**src/rtl/fios_step_sequencer_if.sv**
```systemverilog
// Step bus between fios_step_sequencer (master) and the two-stage step_add datapath (slave).
// The product pairs are (a_0,a_1), (b_0,b_1) and (c_0,c_1).
interface fios_step_sequencer_if #(parameter int RADIX = 32);
    logic [RADIX-1:0] a_0, a_1, b_0, b_1, c_0, c_1;
    logic [RADIX-1:0] d;
    logic             d_last;
    logic [RADIX+1:0] carry_in;
    logic [RADIX-1:0] step_sum;
    logic [RADIX+1:0] step_carry;

    modport master (
        output a_0, a_1, b_0, b_1, c_0, c_1, d, d_last, carry_in,
        input  step_sum, step_carry
    );
    modport slave (
        input  a_0, a_1, b_0, b_1, c_0, c_1, d, d_last, carry_in,
        output step_sum, step_carry
    );
endinterface

```
**src/rtl/fios_step_sequencer.sv**
```systemverilog
// One outer-loop iteration of the unified FIOS inner j-loop: reads words, issues one step per
// cycle to step_add, closes the carry loop and writes the running sum back one word down.
module fios_step_sequencer #(
    parameter int RADIX     = 32,
    parameter int NUM_WORDS = 8,
    parameter int ADDR_W    = 3
) (
    input  logic                  clk,
    input  logic                  rst,
    // start is sampled only while idle; busy covers the cycle after acceptance through done,
    // and done is a single-cycle pulse. There is no back-pressure on either side.
    input  logic                  start,
    input  logic [RADIX-1:0]      ob0_i,
    input  logic [RADIX-1:0]      ob1_i,
    input  logic [RADIX-1:0]      mm,
    output logic                  busy,
    output logic                  done,
    output logic [ADDR_W-1:0]     op_rd_addr,
    input  logic [RADIX-1:0]      oa0_rd,
    input  logic [RADIX-1:0]      oa1_rd,
    input  logic [RADIX-1:0]      m_rd,
    output logic [ADDR_W-1:0]     t_rd_addr,
    input  logic [RADIX-1:0]      t_rd,
    fios_step_sequencer_if.master step,
    output logic                  t_wr_en,
    output logic [ADDR_W-1:0]     t_wr_addr,
    output logic [RADIX-1:0]      t_wr_data,
    output logic [1:0]            t_top,
    output logic [1:0]            dbg_state
);
    typedef enum logic [1:0] {S_IDLE, S_RUN, S_DRAIN, S_FINAL} state_t;

    localparam logic [ADDR_W-1:0] LAST = ADDR_W'(NUM_WORDS - 1);

    state_t              state, state_nxt;
    logic [ADDR_W-1:0]   rd_idx, rd_idx_nxt;
    logic                iss_v, d_v, w_v;
    logic [ADDR_W-1:0]   iss_idx, d_idx, w_idx;
    logic [RADIX-1:0]    carry_lo;
    logic                latch_carry;
    logic                rd_v, wb_step, fin;

    // Step pipeline: read request -> issue (operands) -> d/carry_in -> writeback.
    always_ff @(posedge clk) begin
        if (rst) begin
            state    <= S_IDLE;
            rd_idx   <= '0;
            iss_v    <= 1'b0;
            iss_idx  <= '0;
            d_v      <= 1'b0;
            d_idx    <= '0;
            w_v      <= 1'b0;
            w_idx    <= '0;
            carry_lo <= '0;
            t_top    <= '0;
        end else begin
            state   <= state_nxt;
            rd_idx  <= rd_idx_nxt;
            iss_v   <= rd_v;
            iss_idx <= rd_idx;
            d_v     <= iss_v;
            d_idx   <= iss_idx;
            w_v     <= d_v;
            w_idx   <= d_idx;
            if (latch_carry) begin
                carry_lo <= step.step_carry[RADIX-1:0];
                t_top    <= step.step_carry[RADIX+1:RADIX];
            end
        end
    end

    always_comb begin
        state_nxt   = state;
        rd_idx_nxt  = rd_idx;
        latch_carry = 1'b0;
        case (state)
            S_IDLE: begin
                if (start) begin
                    state_nxt  = S_RUN;
                    rd_idx_nxt = '0;
                end
            end
            S_RUN: begin
                if (rd_idx == LAST) begin
                    state_nxt  = S_DRAIN;
                    rd_idx_nxt = '0;
                end else begin
                    rd_idx_nxt = rd_idx + 1'b1;
                end
            end
            S_DRAIN: begin
                // Last step's carry is on step_carry in its writeback cycle.
                if (w_v && (w_idx == LAST)) begin
                    state_nxt   = S_FINAL;
                    latch_carry = 1'b1;
                end
            end
            S_FINAL: state_nxt = S_IDLE;
            default: state_nxt = S_IDLE;
        endcase
    end

    assign rd_v       = (state == S_RUN);
    assign fin        = (state == S_FINAL);
    assign wb_step    = w_v && (w_idx != '0);
    assign busy       = (state != S_IDLE);
    assign done       = fin;
    assign dbg_state  = state;
    assign op_rd_addr = rd_idx;
    assign t_rd_addr  = iss_idx;

    // Idle steps see all-zero inputs so the datapath produces zero sum and carry.
    assign step.a_0      = iss_v ? oa0_rd : '0;
    assign step.a_1      = iss_v ? ob0_i  : '0;
    assign step.b_0      = iss_v ? oa1_rd : '0;
    assign step.b_1      = iss_v ? ob1_i  : '0;
    assign step.c_0      = iss_v ? m_rd   : '0;
    assign step.c_1      = iss_v ? mm     : '0;
    assign step.d        = d_v ? t_rd : '0;
    assign step.d_last   = d_v && (d_idx == LAST);
    assign step.carry_in = (d_v && (d_idx != '0)) ? step.step_carry : '0;

    // Step 0's sum is dropped; step j>=1 lands one word down, the final carry fills the top word.
    assign t_wr_en   = wb_step || fin;
    assign t_wr_addr = fin ? LAST : (wb_step ? w_idx - 1'b1 : '0);
    assign t_wr_data = fin ? carry_lo : (wb_step ? step.step_sum : '0);
endmodule

```
**src/flat_wrapper.sv**
```systemverilog
// flat-port wrapper written by rule: the top's interface ports become plain ports
module fios_step_sequencer_flat 
#(
    parameter int RADIX     = 32,
    parameter int NUM_WORDS = 8,
    parameter int ADDR_W    = 3
)
  (clk, rst, start, ob0_i, ob1_i, mm, busy, done, op_rd_addr, oa0_rd, oa1_rd, m_rd, t_rd_addr, t_rd, t_wr_en, t_wr_addr, t_wr_data, t_top, dbg_state, step_a_0, step_a_1, step_b_0, step_b_1, step_c_0, step_c_1, step_d, step_d_last, step_carry_in, step_step_sum, step_step_carry);
  fios_step_sequencer_if #(.RADIX(RADIX)) step_i ();
  input  logic clk;
  input  logic rst;
  input  logic start;
  input  logic [RADIX-1:0] ob0_i;
  input  logic [RADIX-1:0] ob1_i;
  input  logic [RADIX-1:0] mm;
  output logic busy;
  output logic done;
  output logic [ADDR_W-1:0] op_rd_addr;
  input  logic [RADIX-1:0] oa0_rd;
  input  logic [RADIX-1:0] oa1_rd;
  input  logic [RADIX-1:0] m_rd;
  output logic [ADDR_W-1:0] t_rd_addr;
  input  logic [RADIX-1:0] t_rd;
  output logic t_wr_en;
  output logic [ADDR_W-1:0] t_wr_addr;
  output logic [RADIX-1:0] t_wr_data;
  output logic [1:0] t_top;
  output logic [1:0] dbg_state;
  output wire logic [$bits(step_i.a_0)-1:0] step_a_0;
  output wire logic [$bits(step_i.a_1)-1:0] step_a_1;
  output wire logic [$bits(step_i.b_0)-1:0] step_b_0;
  output wire logic [$bits(step_i.b_1)-1:0] step_b_1;
  output wire logic [$bits(step_i.c_0)-1:0] step_c_0;
  output wire logic [$bits(step_i.c_1)-1:0] step_c_1;
  output wire logic [$bits(step_i.d)-1:0] step_d;
  output wire logic [$bits(step_i.d_last)-1:0] step_d_last;
  output wire logic [$bits(step_i.carry_in)-1:0] step_carry_in;
  input wire logic [$bits(step_i.step_sum)-1:0] step_step_sum;
  input wire logic [$bits(step_i.step_carry)-1:0] step_step_carry;
  assign step_a_0 = step_i.a_0;
  assign step_a_1 = step_i.a_1;
  assign step_b_0 = step_i.b_0;
  assign step_b_1 = step_i.b_1;
  assign step_c_0 = step_i.c_0;
  assign step_c_1 = step_i.c_1;
  assign step_d = step_i.d;
  assign step_d_last = step_i.d_last;
  assign step_carry_in = step_i.carry_in;
  assign step_i.step_sum = step_step_sum;
  assign step_i.step_carry = step_step_carry;
  fios_step_sequencer #(.RADIX(RADIX), .NUM_WORDS(NUM_WORDS), .ADDR_W(ADDR_W)) u_core (.clk(clk), .rst(rst), .start(start), .ob0_i(ob0_i), .ob1_i(ob1_i), .mm(mm), .busy(busy), .done(done), .op_rd_addr(op_rd_addr), .oa0_rd(oa0_rd), .oa1_rd(oa1_rd), .m_rd(m_rd), .t_rd_addr(t_rd_addr), .t_rd(t_rd), .step(step_i), .t_wr_en(t_wr_en), .t_wr_addr(t_wr_addr), .t_wr_data(t_wr_data), .t_top(t_top), .dbg_state(dbg_state));
endmodule
```
**config.mk**
```make
export PLATFORM = sky130hd
export DESIGN_NAME = fios_step_sequencer_flat
export DESIGN_NICKNAME = d
export VERILOG_FILES = /design/src/rtl/fios_step_sequencer_if.sv /design/src/rtl/fios_step_sequencer.sv /design/src/flat_wrapper.sv
export SDC_FILE = /design/constraint.sdc
export NUM_CORES = 1
export LEC_CHECK = 0
export ABC_AREA = 1
export CORE_AREA = 2 2 234 236
export CTS_CLUSTER_DIAMETER = 40
export CTS_CLUSTER_SIZE = 20
export DETAILED_ROUTE_END_ITERATION = 16
export DIE_AREA = 0 0 236 238
export HOLD_SLACK_MARGIN = 0.05
export PLACE_DENSITY = 0.36
export SYNTH_ARGS = -nofsm -noshare
export SYNTH_HDL_FRONTEND = slang
export SYNTH_SLANG_ARGS = --single-unit
```
**constraint.sdc**
```tcl
create_clock -name clk -period 1.4 [get_ports clk]
set_clock_uncertainty 0.15 [all_clocks]
set_input_delay 0.28 -clock clk [delete_from_list [all_inputs] [get_ports clk]]
set_output_delay 0.28 -clock clk [all_outputs]
set_load 0.1 [all_outputs]
```
# Word-level counts from Yosys, hierarchy flattened
# Cells that the tools add are included.
[op_classes]
addsub = 2
n_eq_ne = 9
muxes = 21
n_reduce_logical = 12
[op_table]
columns = ["operator", "n"]
rows = [
  ["$mux W32", 9],
  ["$mux W34", 1],
  ["$mux W3", 4],
  ["$eq A3 B3 Y1 const B", 3],
  ["$pmux W2 S4", 1],
  ["$mux W2", 3],
  ["$pmux W3 S2", 1],
  ["$reduce_bool A3 Y1", 2],
  ["$eq A2 B2 Y1 const B", 2],
  ["$logic_and A1 B1 Y1", 4],
  ["$ne A2 B2 Y1 const B", 2],
  ["$reduce_bool A2 Y1", 2],
  ["$add A3 B1 Y3 const B", 1],
  ["$reduce_and A3 Y1", 1],
  ["$sub A3 B1 Y3 const B", 1],
  ["$eq A2 B1 Y1 const B", 1],
  ["$logic_not A2 Y1", 1],
  ["$mux W1", 2],
  ["$ne A2 B1 Y1 const B", 1],
  ["$reduce_and A2 Y1", 1],
  ["$logic_or A1 B1 Y1", 1],
]
[totals]
regBits = 51
input_bits = 293
out_inout_bits = 307
word_cells = 54

# Depth between registers and ports, before layout
[depth]
word_depth = 4
mapped_depth = 9
ltp_nobuf = 9

# Worst setup path after synthesis
# Ideal clock, no wire load.
[synth_path]
path_kind = "register to output"
startpoint = "register u_core.state[0], in the netlist u_core.dbg_state[0]"
endpoint = "output t_wr_data[10]"
arrival_ns = 4.193
required_time_ns = 0.970
slack_ns = -3.223
stages_incl_launch_ff = 7
path_buffers = 2
cell_sequence = "dfxtp_1 -> ha_1 -> buf_2 -> clkinv_1 -> buf_2 -> nand2_1 -> o21ai_0"
[synth_via]
elab_chain_cells = 2
[synth_rtl]
columns = ["item", "line", "text"]
rows = [
  ["start, declared", "fios_step_sequencer.sv:35", "state_t state, state_nxt;"],
  ["start signal, assigned", "fios_step_sequencer.sv:57", "state <= state_nxt;"],
  ["$eq A2 B2 Y1", "fios_step_sequencer.sv:104", "assign fin = (state == S_FINAL);"],
  ["via done", "flat_wrapper.sv:17", "output logic done;"],
  ["$mux W32", "fios_step_sequencer.sv:126", "assign t_wr_data = fin ? carry_lo : (wb_step ? step.step_sum : '0);"],
  ["end, declared", "flat_wrapper.sv:26", "output logic [RADIX-1:0] t_wr_data;"],
]
# The timed path passes the listed nets, and every way through them passes these cells.

# Worst setup path after layout
[layout_path]
startpoint = "register u_core.w_idx[0]"
endpoint = "output t_wr_data[2]"
[layout_via]
elab_chain_cells = 4
[layout_rtl]
columns = ["item", "line", "text"]
rows = [
  ["start, declared", "fios_step_sequencer.sv:38", "logic [ADDR_W-1:0] iss_idx, d_idx, w_idx;"],
  ["start signal, assigned", "fios_step_sequencer.sv:64", "w_idx <= d_idx;"],
  ["$reduce_bool A3 Y1", "fios_step_sequencer.sv:105", "assign wb_step = w_v && (w_idx != '0);"],
  ["$logic_and A1 B1 Y1", "fios_step_sequencer.sv:105", ""],
  ["$mux W32 (2 in series)", "fios_step_sequencer.sv:126", ""],
]
# No other way between the ends.

==> qor.yml <==
outcome: "finished with violations"
violations: "negative setup slack"
clk-insertion-delay-late_ns: 0.30
r2r_end: "u_core.carry_lo[12]"
hold_class: "reg2reg"
rsz0062_at_grt: "yes"
cts.htree.levels: 2
p_clk_share_pct: 6.8
rrSetupSlack_ns: -0.26
dp_slack_ns: -0.508
finalMaxSlewViolations: 0
period_needed_ns: 2.06
vias_per_cell: 3.40
grtUsageTotal_pct: 14.5
p_total_mw: 19.8
die_x_um: 236
synth_area_um2: 4460
drc: 0
endpoint_kind: "output port"
setup_viol: 338
hpwl_um: 35300
share_comb_of_total_power_pct: 85.0
core-area_um2: 53500
clockBufferDepth: 2
cts_tree: "done"
tightestPinTransition_ns: 0.289
crit_arrival_ns: 1.63
cts-buffers-inserted: 5
cellInternalPower_mw: 8.93
hold_viol_final: 0
powerDensity_nw_per_um2: 965
ys_seq_area_share_pct: 22.9
max_freq_mhz: 486
cp-endpoint: "t_wr_data[2]"
syn_to_final_growth_pct: 361
clkTransAtPathRegs_ns: 0.07
clock_sinks: 51
overflow: 0
finalNetCount: 1917
rows: 85
detail-route-antenna-nets: 0
cp.required_ns: 0.97
synthAdderAreaFrac_pct: 2.81
ys_ff_latch: 51
dpl_cell_area_um2: 18700
slew_headroom_pct: 80.6
cts_root_buffer: "clkbuf_16"
layout-drive-gt1-share_pct: 68.1
synth_ff_type: "dfxtp_1"
stdcell_area_um2: 20600
worstSetupPathType: "reg2out"
synth_cells: 893
hold-path-cell-count: 2
vias: 7877
async_flop_share_pct: 0
setup_slack_ns: -0.658
postSynthAreaPerCell_um2: 4.99
synth_top_family_by_area: "simple AND/OR/NAND/NOR gates"
first_iter_violations: 154
startpoint: "u_core.w_idx[0]"
synth-edff-count: 0
initial_core_util_pct: 8.34
synth.area.mux_share_pct: 0
synthXorXnorAreaFrac_pct: 0.196
yosys.area_share.simple_pct: 36.4
die_h_um: 238
fin_setup_tns_ns: -156.81
synth-compound-area-share_pct: 8.86
grt_pass1_vias: 8337
fin_crit_sh_pct: 147
wl_per_cell_um: 18.0
vdd_drop_max_uv: 488
p_sw_share_pct: 55.0
rr_worst_depth: 10
fin_util_pct: 38.4
crit_fanout: 5
grt_max_degree: 38
r2r-start: "u_core.dbg_state[0]"
gp_congestion: 0.821
fp.dieArea_um2: 56200
synth.distinct_cells: 22
dr.pass1.iters: 4
port_buffers: 599
switchingPower_mw: 10.9
worstSetupStartpointType: "flip-flop"
power.leakage_nw: 8.49
p_seq_share_pct: 8.2
antenna_found_initial: 7
grt_first_pass_wirelength_um: 59600
io_pins: 600
syn-num-nets: 1196
drt-total-wl_um: 41800
synth_warnings: 0
drv_cap: 0
-- flip-flops by register name, summed over array words and instances (netlist names) --
| register | count |
|---|---|
| u_core.carry_lo | 32 |
| u_core.t_top | 2 |
| u_core.d_idx | 3 |
| u_core.d_v | 1 |
| u_core.w_idx | 3 |
| u_core.iss_v | 1 |
| u_core.dbg_state | 2 |
| u_core.t_rd_addr | 3 |
| u_core.op_rd_addr | 3 |
| u_core.w_v | 1 |
-- kinds of logic after synthesis --
kind of cell             count (synthesis)
flip-flops                              51
XOR/XNOR                                 1
AND/OR/NAND/NOR                        425
buffers and inverters                  331
adder cells (fa/ha/maj)                 10
AO/OA/AOI/OAI                           75
-- per-layer routing --
| layer | vias to the layer above | share of wire [%] | track usage (%) |
|---|---|---|---|
| met3 | 28 | 8.2 | 4.71 |
| met2 | 316 | 55 | 28.3 |
| met4 | 6 | 2.1 | 3.69 |
| li1 | 3921 | - | - |
| met5 | - | 0.077 | 0 |
| met1 | 3606 | 34 | 14.7 |
-- cell usage after synthesis (2+ instances only) --
cell type    n  area (um2)
a21oi_1      2        10.0
buf_1        2        7.51
buf_2       25         125
buf_4        3        22.5
clkbuf_1    17        63.8
dfxtp_1     51        1020
ha_1        10         125
inv_1      281        1050
nand2_1    300        1130
nand3_1      5        25.0
nor2_1     117         439
o21ai_0     62         310
o21ai_1      9        45.0
-- timing repair --
action                                  CTS  global route
buffers inserted                         36            14
hold buffers                              0             0
endpoints found under the setup margin  339           339
cloned                                   23             2
hold endpoints to repair                  0             0
pin swaps                                35            29
gates resized for setup                 168           121
-- placed cells by master, fill, tap and decap left out, types with 2 or more instances in the layout --
master	n
nand2_4	226
nand2_1	65
diode_2	3
buf_8	13
clkbuf_16	6
inv_1	46
ha_4	6
buf_6	22
nor2_1	46
dfxtp_4	6
buf_16	20
buf_4	56
inv_4	3
nor2_2	3
clkbuf_8	2
buf_12	357
inv_6	2
ha_1	4
nand2_2	8
o21ai_4	38
inv_2	6
nand3_2	3
nand3_1	2
dfxtp_2	5
clkinvlp_4	226
nor2_4	68
dfxtp_1	40
o21ai_2	17
o21ai_1	16
clkdlybuf4s50_1	292
-- area by class of cell --
class	count	area, um2
flip-flops and latches	51	1050
inverters	283	1960
clock buffers	7	153
repair inverters	1	8.76
multi-input cells	511	5000
fillers	5206	32900
diodes	3	7.51
clock inverters	1	7.51
well taps	696	871
repair buffers	761	11500
-- worst max-delay path, cell delays in order, from the launching register on --
cell,delay [ns]
dfxtp_2,0.34
inv_2,0.05
ha_4,0.15
inv_2,0.06
o21ai_4,0.06
buf_12,0.16
clkbuf_16,0.17
o21ai_4,0.14
buf_12,0.19
-- how the worst min path moves through the flow --
stage	endpoint	slack [ns]	startpoint
after floorplan	u_core.t_rd_addr[0]	0.21	rst
after detailed placement	u_core.d_idx[0]	0.30	u_core.t_rd_addr[0]
after global placement	u_core.d_idx[0]	0.30	u_core.t_rd_addr[0]
final	u_core.d_idx[0]	0.31	u_core.t_rd_addr[0]
after global routing	u_core.d_idx[0]	0.32	u_core.t_rd_addr[0]
after CTS	u_core.d_idx[0]	0.32	u_core.t_rd_addr[0]
-- power groups by stage --
stage / clock network, mW / logic (mW) / registers [mW]
finish: 1.35 / 16.9 / 1.63
CTS: 1.41 / 17.2 / 1.63
floorplan: 0 / 9.20 / 1.97
detailed placement: 0 / 15.4 / 1.63
global route: 1.45 / 17.5 / 1.63
global placement: 0 / 15.4 / 1.63
-- stage by stage --
stage | hold slack [ns] | instances
after global placement | 0.299 | 2251
after detailed placement | 0.302 | 2251
after global routing | 0.324 | 2312
final | 0.309 | 2314
after CTS | 0.316 | 2318
after floorplan | 0.214 | 893
Note: power is estimated with default switching activity, not from simulation.
